**src/rtl/gray_counter.sv**
```systemverilog
// gray_counter: binary-state Gray counter with enable, up/down, synchronous load,
// wrap-or-saturate ends, a registered binary mirror and a terminal-count pulse.
// Each step changes a single bit of out. A load can change several bits.
module gray_counter #(
  parameter int DATA_WIDTH = 4,
  parameter bit SATURATE   = 1'b0
) (
  input  logic                  clk,
  input  logic                  reset,
  input  logic                  en,
  input  logic                  up,
  input  logic                  load,
  input  logic [DATA_WIDTH-1:0] load_val,
  output logic [DATA_WIDTH-1:0] out,
  output logic [DATA_WIDTH-1:0] bin,
  output logic                  wrap
);

  localparam logic [DATA_WIDTH-1:0] MAXV = '1;
  localparam logic [DATA_WIDTH-1:0] ONE  = DATA_WIDTH'(1);

  typedef struct packed {
    logic [DATA_WIDTH-1:0] b;
    logic                  wrap;
  } nxt_t;

  logic [DATA_WIDTH-1:0] b;
  nxt_t                  nxt;

  // next binary state and wrap flag; priority is load > en > hold
  always_comb begin
    nxt.b    = b;
    nxt.wrap = 1'b0;
    if (load) begin
      nxt.b = load_val;
    end else if (en) begin
      if (up) begin
        if (b != MAXV)     nxt.b = b + ONE;
        else if (!SATURATE) begin
          nxt.b    = '0;
          nxt.wrap = 1'b1;
        end
      end else begin
        if (b != '0)       nxt.b = b - ONE;
        else if (!SATURATE) begin
          nxt.b    = MAXV;
          nxt.wrap = 1'b1;
        end
      end
    end
  end

  // binary and Gray images are registered from the same next value, so they always agree
  always_ff @(posedge clk or posedge reset) begin
    if (reset) begin
      b    <= '0;
      out  <= '0;
      wrap <= 1'b0;
    end else begin
      b    <= nxt.b;
      out  <= nxt.b ^ (nxt.b >> 1);
      wrap <= nxt.wrap;
    end
  end

  assign bin = b;

endmodule
```
**config.mk**
```make
export PLATFORM = sky130hd
export DESIGN_NAME = gray_counter
export DESIGN_NICKNAME = d
export VERILOG_FILES = /design/src/rtl/gray_counter.sv
export SDC_FILE = /design/constraint.sdc
export NUM_CORES = 1
export LEC_CHECK = 0
export ABC_AREA = 0
export BUFFER_PORTS_ARGS = -buffer_cell sky130_fd_sc_hd__buf_2
export CORE_AREA = 8 8 45 47
export CTS_CLUSTER_SIZE = 8
export DETAILED_ROUTE_END_ITERATION = 8
export DIE_AREA = 0 0 53 55
export SYNTH_ARGS = -nofsm -noshare
export SYNTH_HDL_FRONTEND = slang
export SYNTH_SLANG_ARGS = --single-unit
```
**constraint.sdc**
```tcl
create_clock -name clk -period 3.8 [get_ports clk]
set_clock_uncertainty 0.05 [all_clocks]
set_input_delay 0.19 -clock clk [delete_from_list [all_inputs] [get_ports clk]]
set_output_delay 0.19 -clock clk [all_outputs]
set_load 0.01 [all_outputs]
```
# After elaboration in Yosys (flattened, before gate mapping)
# Cells that the tools add are included.
# Widths: inputs -> output; s select.
[op_classes]
eq_ne = 1
reduce_logical = 1
addsub = 2
n_mux = 8
n_bitwise = 1
[ops]
columns = ["cell", "n"]
rows = [
  ["$mux 4", 3],
  ["$mux 5", 2],
  ["$add 4x1->4 const B", 1],
  ["$ne 4x4->1 const B", 1],
  ["$reduce_bool 4->1", 1],
  ["$sub 4x1->4 const B", 1],
  ["$xor 4x3->4", 1],
  ["$mux 1", 3],
]
[totals]
in_bits = 9
elab_cells = 16
out_inout_bits = 9
register_bits = 9

# Longest topological paths before layout
# Gate-level depths: netlist (run 1).
[logic_depth]
ltp_word = 6
depth_mapped = 6
mapped_depth_nobuf = 6

# Worst setup path after synthesis (run 1)
# No wires, ideal clock.
[synth_timing]
kind = "register to register"
startpoint = "register b[0], in the netlist bin[0]"
endpoint = "register out[0]"
path_stages_with_launch = 7
arrival_ns = 1.415
synth_period_minus_slack_ns = 1.598
slack_ns = 2.202
n_path_buf = 0
cell_sequence = "dfrtp_1 -> inv_1 -> ha_1 -> xor2_1 -> mux2i_1 -> mux2i_1 -> xnor2_1"
[synth_via]
elab_chain_cells = 6
word_cells_on_any_way = 10
cone_classes = "add/sub (2); eq/ne (1); mux (5); bitwise (1); reduce/logical (1)"
[synth_rtl]
columns = ["element", "line_no", "source"]
rows = [
  ["from (decl)", "27", "logic [DATA_WIDTH-1:0] b;"],
  ["from (signal assigned)", "60", "b <= nxt.b;"],
  ["$sub 4x1->4, or another cell as far along", "44", "if (b != '0) nxt.b = b - ONE;"],
  ["$mux 4, on equally long branches", "44, 38", ""],
  ["$mux 5", "37", "if (up) begin"],
  ["$mux 5 *", "36", "end else if (en) begin"],
  ["$mux 4 *", "34", "if (load) begin"],
  ["$xor 4x3->4 *", "61", "out <= nxt.b ^ (nxt.b >> 1);"],
  ["to (signal assigned)", "61", ""],
  ["to (decl)", "14", "output logic [DATA_WIDTH-1:0] out,"],
]
# Mark *: on every way between the ends. The rest lies on a longest branch, timed or not.

==> metrics.txt, run 1 <==
Synth warnings=0; HPWL after detailed placement=923 µm; Port Buffer Count=17; wire per inst=~13 µm; GP Congestion=0.795; Layout Cells excl Fill=between 80 and 90; setup_tns=0 ps; max cap viols=0; post-synthesis sequential area ratio=38.4%; largest net degree at the start of global routing=12; Cell Pwr Density=433 nW/µm²; worst reg2reg endpoint=out[0]; Clk Latency, worst-skew pair=260 ps; Post-Route WL=1.15 mm; Slew headroom=70.5%; Yosys cell types=29; worst reg2reg path startpoint=bin[0]; Reg clk slew, reported paths=60 ps; dpl cells=85; CP Max Fanout=8; n_diodes=0; Avg Vias per Cell=5.29; via count=roughly 470; via count of the first global-routing pass=456; min-delay src=load_val[3]; cell depth of the worst min-delay path=3; 1st-pass router iterations=4; Fin. Hold Viols=0; I/O pin count=18; Peak Freq=0.570 GHz; Layout area overhead=23.5%; Crit Path Category=flip-flop to flip-flop; part of the cycle the worst path needs=around 46%; outcome=finished, final reports clean; fraction of layout cells with a size suffix above 1=28.8%; crit path capture type=flip-flop; Slew @ Worst Pin=roughly 440 ps; leakage dissipation=0.317 nW; initial antenna violation count=0; drt drc=0; Iter 0 DRT Violations=9; Post-CTS Resized=0; clk root buf=clkbuf_4; die area=2920 µm²; Mapped Area=522 µm²; post-route antenna net violation count=0; core area=1380 µm²; Worst Reg2Reg Path Length in Cells=6; DIE HEIGHT=~55 µm; FP Rows=14; GRT Total Usage=9.36%; # fillers=between 100 and 150; Initial Util=37.7%; hold endpoint=bin[3]; clk sink count=8; Syn Nets=66; endpoints failing setup=0; CTS tree=yes; syn avg cell area=9.49 µm²; Die W=53 µm; # H-tree levels=1; grt total ovfl=0; critical path startpoint category=flip-flop; R2R setup slack=2040 ps; final slew viol count=0; Post-Syn Instances=55; Clock Path Buffers=2; post-layout net count=86; CTS Buf Count=3; hold crit path type=input pin to flip-flop; critical path required time=3930 ps; Yosys reg bits=8; CP Data Arrival Time=1890 ps; minimum clock period=roughly 1800 ps; global-route wire length before repair=1.97 mm; Max rail drop VDD=0.000205 V; RSZ-0062 raised after global routing=false
[worst max-delay path, cell delays in order (launching register included)]
cell,delay (ps)
dfrtp_1,450
inv_1,110
ha_1,180
nor4b_1,390
o211ai_1,140
a21oi_1,220
xnor2_1,150
[per-stage QoR]
stage / cell area, µm² / power (mW) / hold slack (ps) / util [%] / worst slack (ps)
2_1_floorplan: 522 / 0.182 / -44.3 / - / 2200
3_3_place_gp: 612 / 0.215 / 96.5 / 44.2 / 2100
3_5_place_dp: 612 / 0.215 / 97.1 / 44.2 / 2090
4_1_cts: 644 / 0.284 / 160 / 46.6 / 2080
5_1_grt: 644 / 0.302 / 192 / 46.6 / 1870
6_report: 644 / 0.279 / 168 / 46.6 / 2040
[cell families (layout without fill, tap and decap cells)]
family / count (synthesis) / in the layout / synth area share (%)
AOI/OAI and AO/OA: 12 / 12 / 15.3
xor gates and xnor gates: 3 / 3 / 5.04
adders and majority gates: 2 / 2 / 4.80
buffers and inverters: 9 / 27 / 7.20
DFF: 8 / 8 / 38.4
muxes: 4 / 4 / 7.67
and+or+nand+nor: 17 / 17 / 21.6
[routing by layer]
| layer | global-route usage, % | routed length [µm] | up-vias |
|---|---|---|---|
| li1 | - | - | 233 |
| met1 | 10.4 | 482 | 219 |
| met2 | 14.6 | 517 | 16 |
| met3 | 4.28 | 122 | 3 |
| met4 | 5.17 | 26 | 0 |
| met5 | 0 | 0 | - |
[power breakdown]
part           switching, mW  internal (mW)  total, mW
clock                 0.0302         0.0362     0.0664
sequential            0.0153          0.102      0.117
combinational         0.0497         0.0460     0.0957
total                 0.0952          0.184      0.279
[flip-flops by register name, indices dropped and copies added (netlist names)]
register  flops
bin           4
out           3
wrap          1
[worst max-delay path by stage]
stage	start	end	depth (start not counted)
finish	bin[0]	out[0]	6
CTS	bin[0]	out[1]	6
detailed placement	bin[0]	out[1]	6
global route	bin[0]	out[0]	6
global placement	bin[1]	out[0]	6
floorplan	bin[0]	out[0]	6
[synth_stat cells]
cell type | number | area share [%]
a211oi_1 | 1 | 1.4
a21oi_1 | 5 | 4.8
a2bb2oi_1 | 1 | 1.7
a31o_2 | 1 | 1.7
a32oi_1 | 1 | 1.7
and2b_1 | 1 | 1.4
buf_4 | 1 | 1.4
clkbuf_1 | 2 | 1.4
dfrtp_1 | 8 | 38
ha_1 | 2 | 4.8
inv_1 | 6 | 4.3
mux2i_1 | 4 | 7.7
nand2_1 | 1 | 0.72
nand2b_1 | 1 | 1.2
nand3_1 | 1 | 0.96
nand3b_1 | 1 | 1.4
nand4_1 | 2 | 2.4
nor2_1 | 1 | 0.72
nor2b_1 | 2 | 2.4
nor3_1 | 1 | 0.96
nor3b_1 | 3 | 4.3
nor4b_1 | 1 | 1.7
o211ai_1 | 1 | 1.4
o21ai_0 | 1 | 0.96
o311ai_1 | 1 | 1.7
or2b_1 | 1 | 1.4
or4b_1 | 1 | 1.9
xnor2_1 | 2 | 3.4
xor2_1 | 1 | 1.7
[timing repair]
item / CTS / global route
hold endpoints to repair: 8 / 0
buffers inserted: 0 / 0
hold buffers: 1 / 0
setup endpoints to repair: 0 / 0
[cells in the final DEF, fill, tap and decap left out, drive strengths merged, types with 2 or more instances in the layout]
cell type / instances
a21oi: 5
ha: 2
nand4: 2
dfrtp: 8
inv: 6
nor2b: 2
clkbuf: 3
buf: 17
mux2i: 4
nor3b: 3
xnor2: 2
[final cells by class]
class                      instances  area, µm²  share of cell area [%]
tap                               16       20.0                    3.11
multi-input combinational         38        284                    44.1
clock buffer                       3       22.5                    3.50
timing repair buffer              18       95.1                    14.8
sequential                         8        200                    31.1
inverter                           6       22.5                    3.50
Note: power is estimated with default switching activity, not from simulation.
==> inputs of run 2 (changes only) <==
--- a/config.mk
+++ b/config.mk
@@ -11,6 +11,7 @@
 export CTS_CLUSTER_SIZE = 8
 export DETAILED_ROUTE_END_ITERATION = 8
 export DIE_AREA = 0 0 53 55
+export PLACE_DENSITY = 0.67
 export SYNTH_ARGS = -nofsm -noshare
 export SYNTH_HDL_FRONTEND = slang
 export SYNTH_SLANG_ARGS = --single-unit
==> constraint.sdc (replaced) <==
create_clock -name clk -period 1.42 [get_ports clk]
set_clock_uncertainty 0.05 [all_clocks]
set_input_delay 0.071 -clock clk [delete_from_list [all_inputs] [get_ports clk]]
set_output_delay 0.071 -clock clk [all_outputs]
set_load 0.01 [all_outputs]
==> metrics.txt, run 2 (synthesis gave the netlist of run 1 again) <==
outcome=complete, but fails checks; failing checks=negative setup slack; Layout area overhead=56.6%; DIE HEIGHT=55 µm (unchanged); via count=518 (+10%); critical path startpoint category=flip-flop; Die W=53 µm (unchanged); CP Max Fanout=5 (-3); part of the cycle the worst path needs=109% (+62 points); CP dominant cell by count=buf_4; GP Congestion=0.832 (+4.7%); clk sink count=8 (unchanged); RSZ-0062 raised after global routing=true; wire per inst=14.5 µm (+12%); leading cell type in the layout, fill and taps excluded=buf_2; endpoints failing setup=5 (+5); grt total ovfl=0 (unchanged); # fillers=126 (-13%); worst setup margin=-123 ps (-2170 ps); via count of the first global-routing pass=572 (+25%); fraction of layout cells with a size suffix above 1=60.0% (+31 points); cell family with most CP delay=compound AO/OA/AOI/OAI gates; Comb pwr share=46.8% (+13 points); I/O pin count=18 (unchanged); die area=2920 µm² (unchanged); Clock Path Buffers=2 (unchanged); clock share of power=19.0% (-4.8 points); post-layout net count=98 (+14%); core area=1380 µm² (unchanged); Crit Path Category=flip-flop to flip-flop; critical path required time=1490 ps (-2440 ps); max cap viols=0 (unchanged); Iter 0 DRT Violations=12 (+3); GRT Total Usage=11.3% (+1.9 points); # H-tree levels=1 (unchanged); Slew @ Worst Pin=344 ps (-92.4 ps); CTS tree=yes; total chip power=896 µW (+220%); max FFs per register=4 (unchanged); commonest cells after routing, fill and taps aside=17 x buf_2, 12 x buf_4, 4 x inv_1, 4 x dfrtp_2, 4 x dfrtp_1; final slew viol count=0 (unchanged); Placement Setup Slack=-154 ps (-2250 ps); Post-Route WL=1.46 mm (+27%); largest net degree at the start of global routing=12 (unchanged); CTS Buf Count=3 (unchanged); Max rail drop VDD=0.000626 V (+210%); drt drc=0 (unchanged); CP Data Arrival Time=1610 ps (-280 ps); Clk Latency, worst-skew pair=250 ps (about the same); dpl cell area=711 µm² (+16%); Crit-path slowest cell=dfrtp_2; post-route antenna net violation count=0 (unchanged); dpl cells=94 (+11%); initial antenna violation count=0 (unchanged); n_diodes=0 (unchanged); 1st-pass router iterations=4 (unchanged); Initial Util=37.7% (unchanged); minimum clock period=1540 ps (-213 ps); clk root buf=clkbuf_4; Layout Cells excl Fill=101 (+13%); FP Rows=14 (unchanged); Reg clk slew, reported paths=50 ps (about the same); Sequential Power Share=34.2% (-7.7 points); Avg Vias per Cell=5.13 (-3.1%); leakage dissipation=0.369 nW (+16%); critical path, cell by cell=buf_4, buf_4, a31o_2, a21oi_2, a211oi_2, nand2b_1; Port Buffer Count=17 (unchanged); Cell Pwr Density=1100 nW/µm² (+150%); global-route wire length before repair=2.48 mm (+26%); Fin. Hold Viols=0 (unchanged); Peak Freq=0.648 GHz (+14%); Slew headroom=77.1% (+6.6 points); hold crit path type=input pin to flip-flop; slowest stage delay, CP=440 ps (about the same); Sw Ratio=34.1% (-0.037 points); Worst Path Buf+Inv=2 (+1); HPWL after detailed placement=1.12 mm (+21%); internal power=591 µW (+220%); crit path capture type=flip-flop; Net Switching=305 µW (+220%); Design Area, Final=817 µm² (+27%)
## run 2: changes by cell type in the layout (fill, tap and decap cells not counted), moves of 2 or more
cell	before	now
inv_2	0	2
ha_1	2	0
mux2i_2	0	2
mux2i_1	4	1
a21oi_1	5	3
dfrtp_1	8	4
buf_4	0	12
a21oi_2	0	2
dfrtp_2	0	4
inv_1	6	4
## run 2: metal layers
metal	global-route usage (%)	routed length, µm	vias up
met1	11.2	638	246
met5	0	0	-
met4	3.88	0	0
met3	4.81	109	0
li1	-	-	259
met2	20.5	714	13
## run 2: worst min-delay path, stage by stage
cell	delay, ps
buf_2	90
mux2i_2	90
inv_1	80
## run 2: cell type report
class | count | area [µm²] | share of cell area (%)
sequential | 8 | 205 | 25.1
multi-input combinational | 38 | 362 | 44.3
clock buffer | 3 | 22.5 | 2.76
inverter | 6 | 22.5 | 2.76
timing repair buffer | 30 | 185 | 22.7
tap | 16 | 20.0 | 2.45
## run 2: final timing paths
check,from,end,slack (ps),cells after the start
worst min-delay path,load_val[1],bin[1],70,3
max in group asynchronous,reset,bin[3],800,3
worst min register to register,bin[3],wrap,720,3
worst max register to register,bin[0],bin[3],-120,6
min in group asynchronous,reset,wrap,260,3
worst max-delay path,bin[0],bin[3],-120,6
## run 2: power by group through the flow
stage	clock network [mW]	logic (mW)	registers (mW)
global route	0.195	0.452	0.314
finish	0.171	0.419	0.306
global placement	0	0.354	0.308
floorplan	0	0.170	0.343
CTS	0.178	0.385	0.307
detailed placement	0	0.364	0.310
## run 2: timing repair
| action | in CTS | in global routing |
|---|---|---|
| setup buffers | 2 | 2 |
| endpoints found under the setup margin | 7 | 8 |
| pin swaps | 2 | 3 |
| hold buffers | 1 | 0 |
| resized for setup | 5 | 7 |
| endpoints found under the hold margin | 8 | 0 |
## run 2: stage by stage
step                      util, %  setup TNS [ps]  hold slack [ps]
after global placement       51.4            -600            -21.2
after CTS                    56.0            -623             56.4
final                        59.0            -559             67.6
after detailed placement     51.4            -653            -20.4
after floorplan                 -            -314             -164
after global routing         59.0            -944             70.6
==> inputs of run 3 (changes only) <==
--- a/config.mk
+++ b/config.mk
@@ -7,10 +7,10 @@
 export LEC_CHECK = 0
 export ABC_AREA = 0
 export BUFFER_PORTS_ARGS = -buffer_cell sky130_fd_sc_hd__buf_2
-export CORE_AREA = 8 8 45 47
+export CORE_AREA = 2 2 39 41
 export CTS_CLUSTER_SIZE = 8
 export DETAILED_ROUTE_END_ITERATION = 8
-export DIE_AREA = 0 0 53 55
+export DIE_AREA = 0 0 41 43
 export PLACE_DENSITY = 0.67
 export SYNTH_ARGS = -nofsm -noshare
 export SYNTH_HDL_FRONTEND = slang
==> metrics.txt, run 3 (synthesis gave the netlist of run 1 again) <==
outcome=complete, but fails checks; failing checks=negative setup slack; Max rail drop VDD=0.000648 V (+3.5%); Reg clk slew, reported paths=50 ps (about the same); FP Rows=14 (unchanged); worst setup margin=-116 ps (+7.05 ps); dpl cells=94 (unchanged); Fin. Hold Viols=0 (unchanged); crit path to=out[0]; RSZ-0062 raised after global routing=true; endpoints failing setup=5 (unchanged); Post-Route WL=1.25 mm (-15%); worst reg2reg path startpoint=bin[1]; fraction of layout cells with a size suffix above 1=56.6% (-3.4 points); DIE HEIGHT=43 µm (-22%); R2R setup slack=-120 ps (about the same); CP Data Arrival Time=1620 ps (about the same); final slew viol count=0 (unchanged); hold crit path type=input pin to flip-flop; Crit-path slowest cell=dfrtp_2; 1st-pass router iterations=3 (-1); Crit Path Category=flip-flop to flip-flop; clk sink count=8 (unchanged); Placement Setup Slack=-165 ps (-10.8 ps); worst reg2reg endpoint=out[0]; Die W=41 µm (-23%); part of the cycle the worst path needs=108% (-0.50 points); GRT Total Usage=17.4% (+6.2 points); grt total ovfl=0 (unchanged); crit path capture type=flip-flop; n_diodes=0 (unchanged); leading cell type in the layout, fill and taps excluded=buf_2; global-route wire length before repair=2.08 mm (-16%); Peak Freq=0.651 GHz (+0.46%); register area=205 µm² (unchanged); cell depth of the worst min-delay path=3 (unchanged); post-route antenna net violation count=0 (unchanged); leakage dissipation=0.369 nW (+0.15%); Port Buffer Count=17 (unchanged); critical path required time=1500 ps (about the same); HPWL after detailed placement=948 µm (-15%); # H-tree levels=1 (unchanged); via count=507 (-2.1%); Avg Vias per Cell=5.12 (-0.15%); Clock Path Buffers=2 (unchanged); beginning of the critical path=bin[1]; Worst Reg2Reg Path Length in Cells=7 (+1); Layout area overhead=54.0%; footprint of the multi-input gates=359 µm² (-0.69%); setup_tns=-418 ps (+141 ps); CTS Buf Count=3 (unchanged); commonest cells after routing, fill and taps aside=17 x buf_2, 9 x buf_4; clk root buf=clkbuf_4; CP Max Fanout=4 (-1); max FFs per register=4 (unchanged); Initial Util=37.7% (unchanged); largest net degree at the start of global routing=12 (unchanged); slowest stage delay, CP=430 ps (about the same); Slew headroom=78.7% (+1.6 points); CTS tree=yes; total chip power=888 µW (-0.88%); Slew @ Worst Pin=319 ps (-24.4 ps); Iter 0 DRT Violations=4 (-8); core area=1380 µm² (unchanged); critical path startpoint category=flip-flop; post-layout net count=96 (-2.0%); drt drc=0 (unchanged); Cell Pwr Density=1110 nW/µm² (+0.82%); via count of the first global-routing pass=491 (-14%); # fillers=138 (+9.5%); die area=1760 µm² (-40%); I/O pin count=18 (unchanged); Layout Cells excl Fill=99 (-2.0%); GP Congestion=0.832 (+0.11%); max cap viols=0 (unchanged); CP dominant cell by count=mux2i_1; minimum clock period=1540 ps (-7.05 ps); initial antenna violation count=0 (unchanged); Clk Latency, worst-skew pair=250 ps (about the same); wire per inst=12.6 µm (-13%); critical path, cell by cell=inv_2, ha_4, xor2_1, mux2i_1, mux2i_1, buf_4, xnor2_2
[run 3: changes by cell type in the layout (fill, tap and decap cells not counted), sizes merged]
cell  before  now
buf       29   27
[run 3: report_power, final]
part | switching [mW] | internal [mW]
logic | 0.191 | 0.219
clock network | 0.0727 | 0.0964
registers | 0.0327 | 0.276
total | 0.297 | 0.591
[run 3: timing repair]
item,CTS,global route
gates resized for setup,4,6
endpoints found under the setup margin,6,8
hold buffers,1,0
hold endpoints to repair,8,0
pin swaps,2,3
setup buffers,0,1
[run 3: stage by stage]
| step | cell area [µm²] | hold WS [ps] | util, % |
|---|---|---|---|
| detailed placement | 711 | -25.8 | 51.4 |
| global route | 803 | 77.5 | 58.0 |
| global placement | 711 | -25.4 | 51.4 |
| CTS | 764 | 57.2 | 55.2 |
| floorplan | 553 | -164 | - |
| finish | 803 | 72.4 | 58.0 |
[run 3: area by class of cell]
cell class / instances / share of cell area (%)
Multi-Input combinational cell: 38 / 44.7
Sequential cell: 8 / 25.5
Timing Repair Buffer: 28 / 21.7
Clock buffer: 3 / 2.80
Inverter: 6 / 2.80
Tap cell: 16 / 2.49
[run 3: how the worst min path moves through the flow]
stage               slack, ps        start  endpoint
floorplan                -160        reset    out[0]
global placement          -30        reset    out[2]
detailed placement        -30        reset    out[2]
CTS                        60  load_val[3]    bin[3]
global route               80         load      wrap
finish                     70  load_val[3]    bin[3]
[run 3: layer usage]
layer	global-route usage (%)	routed length, µm
met1	23.8	608
met2	25.6	571
met3	7.85	65
met4	2.00	0
met5	0	0
[run 3: worst max-delay path: cells and delay by family, from the launching register on]
family                     cells  cell delay (ps)
xor gates and xnor gates       2              250
buffers and inverters          2              250
adders and majority gates      1              200
muxes                          2              230
DFF                            1              430
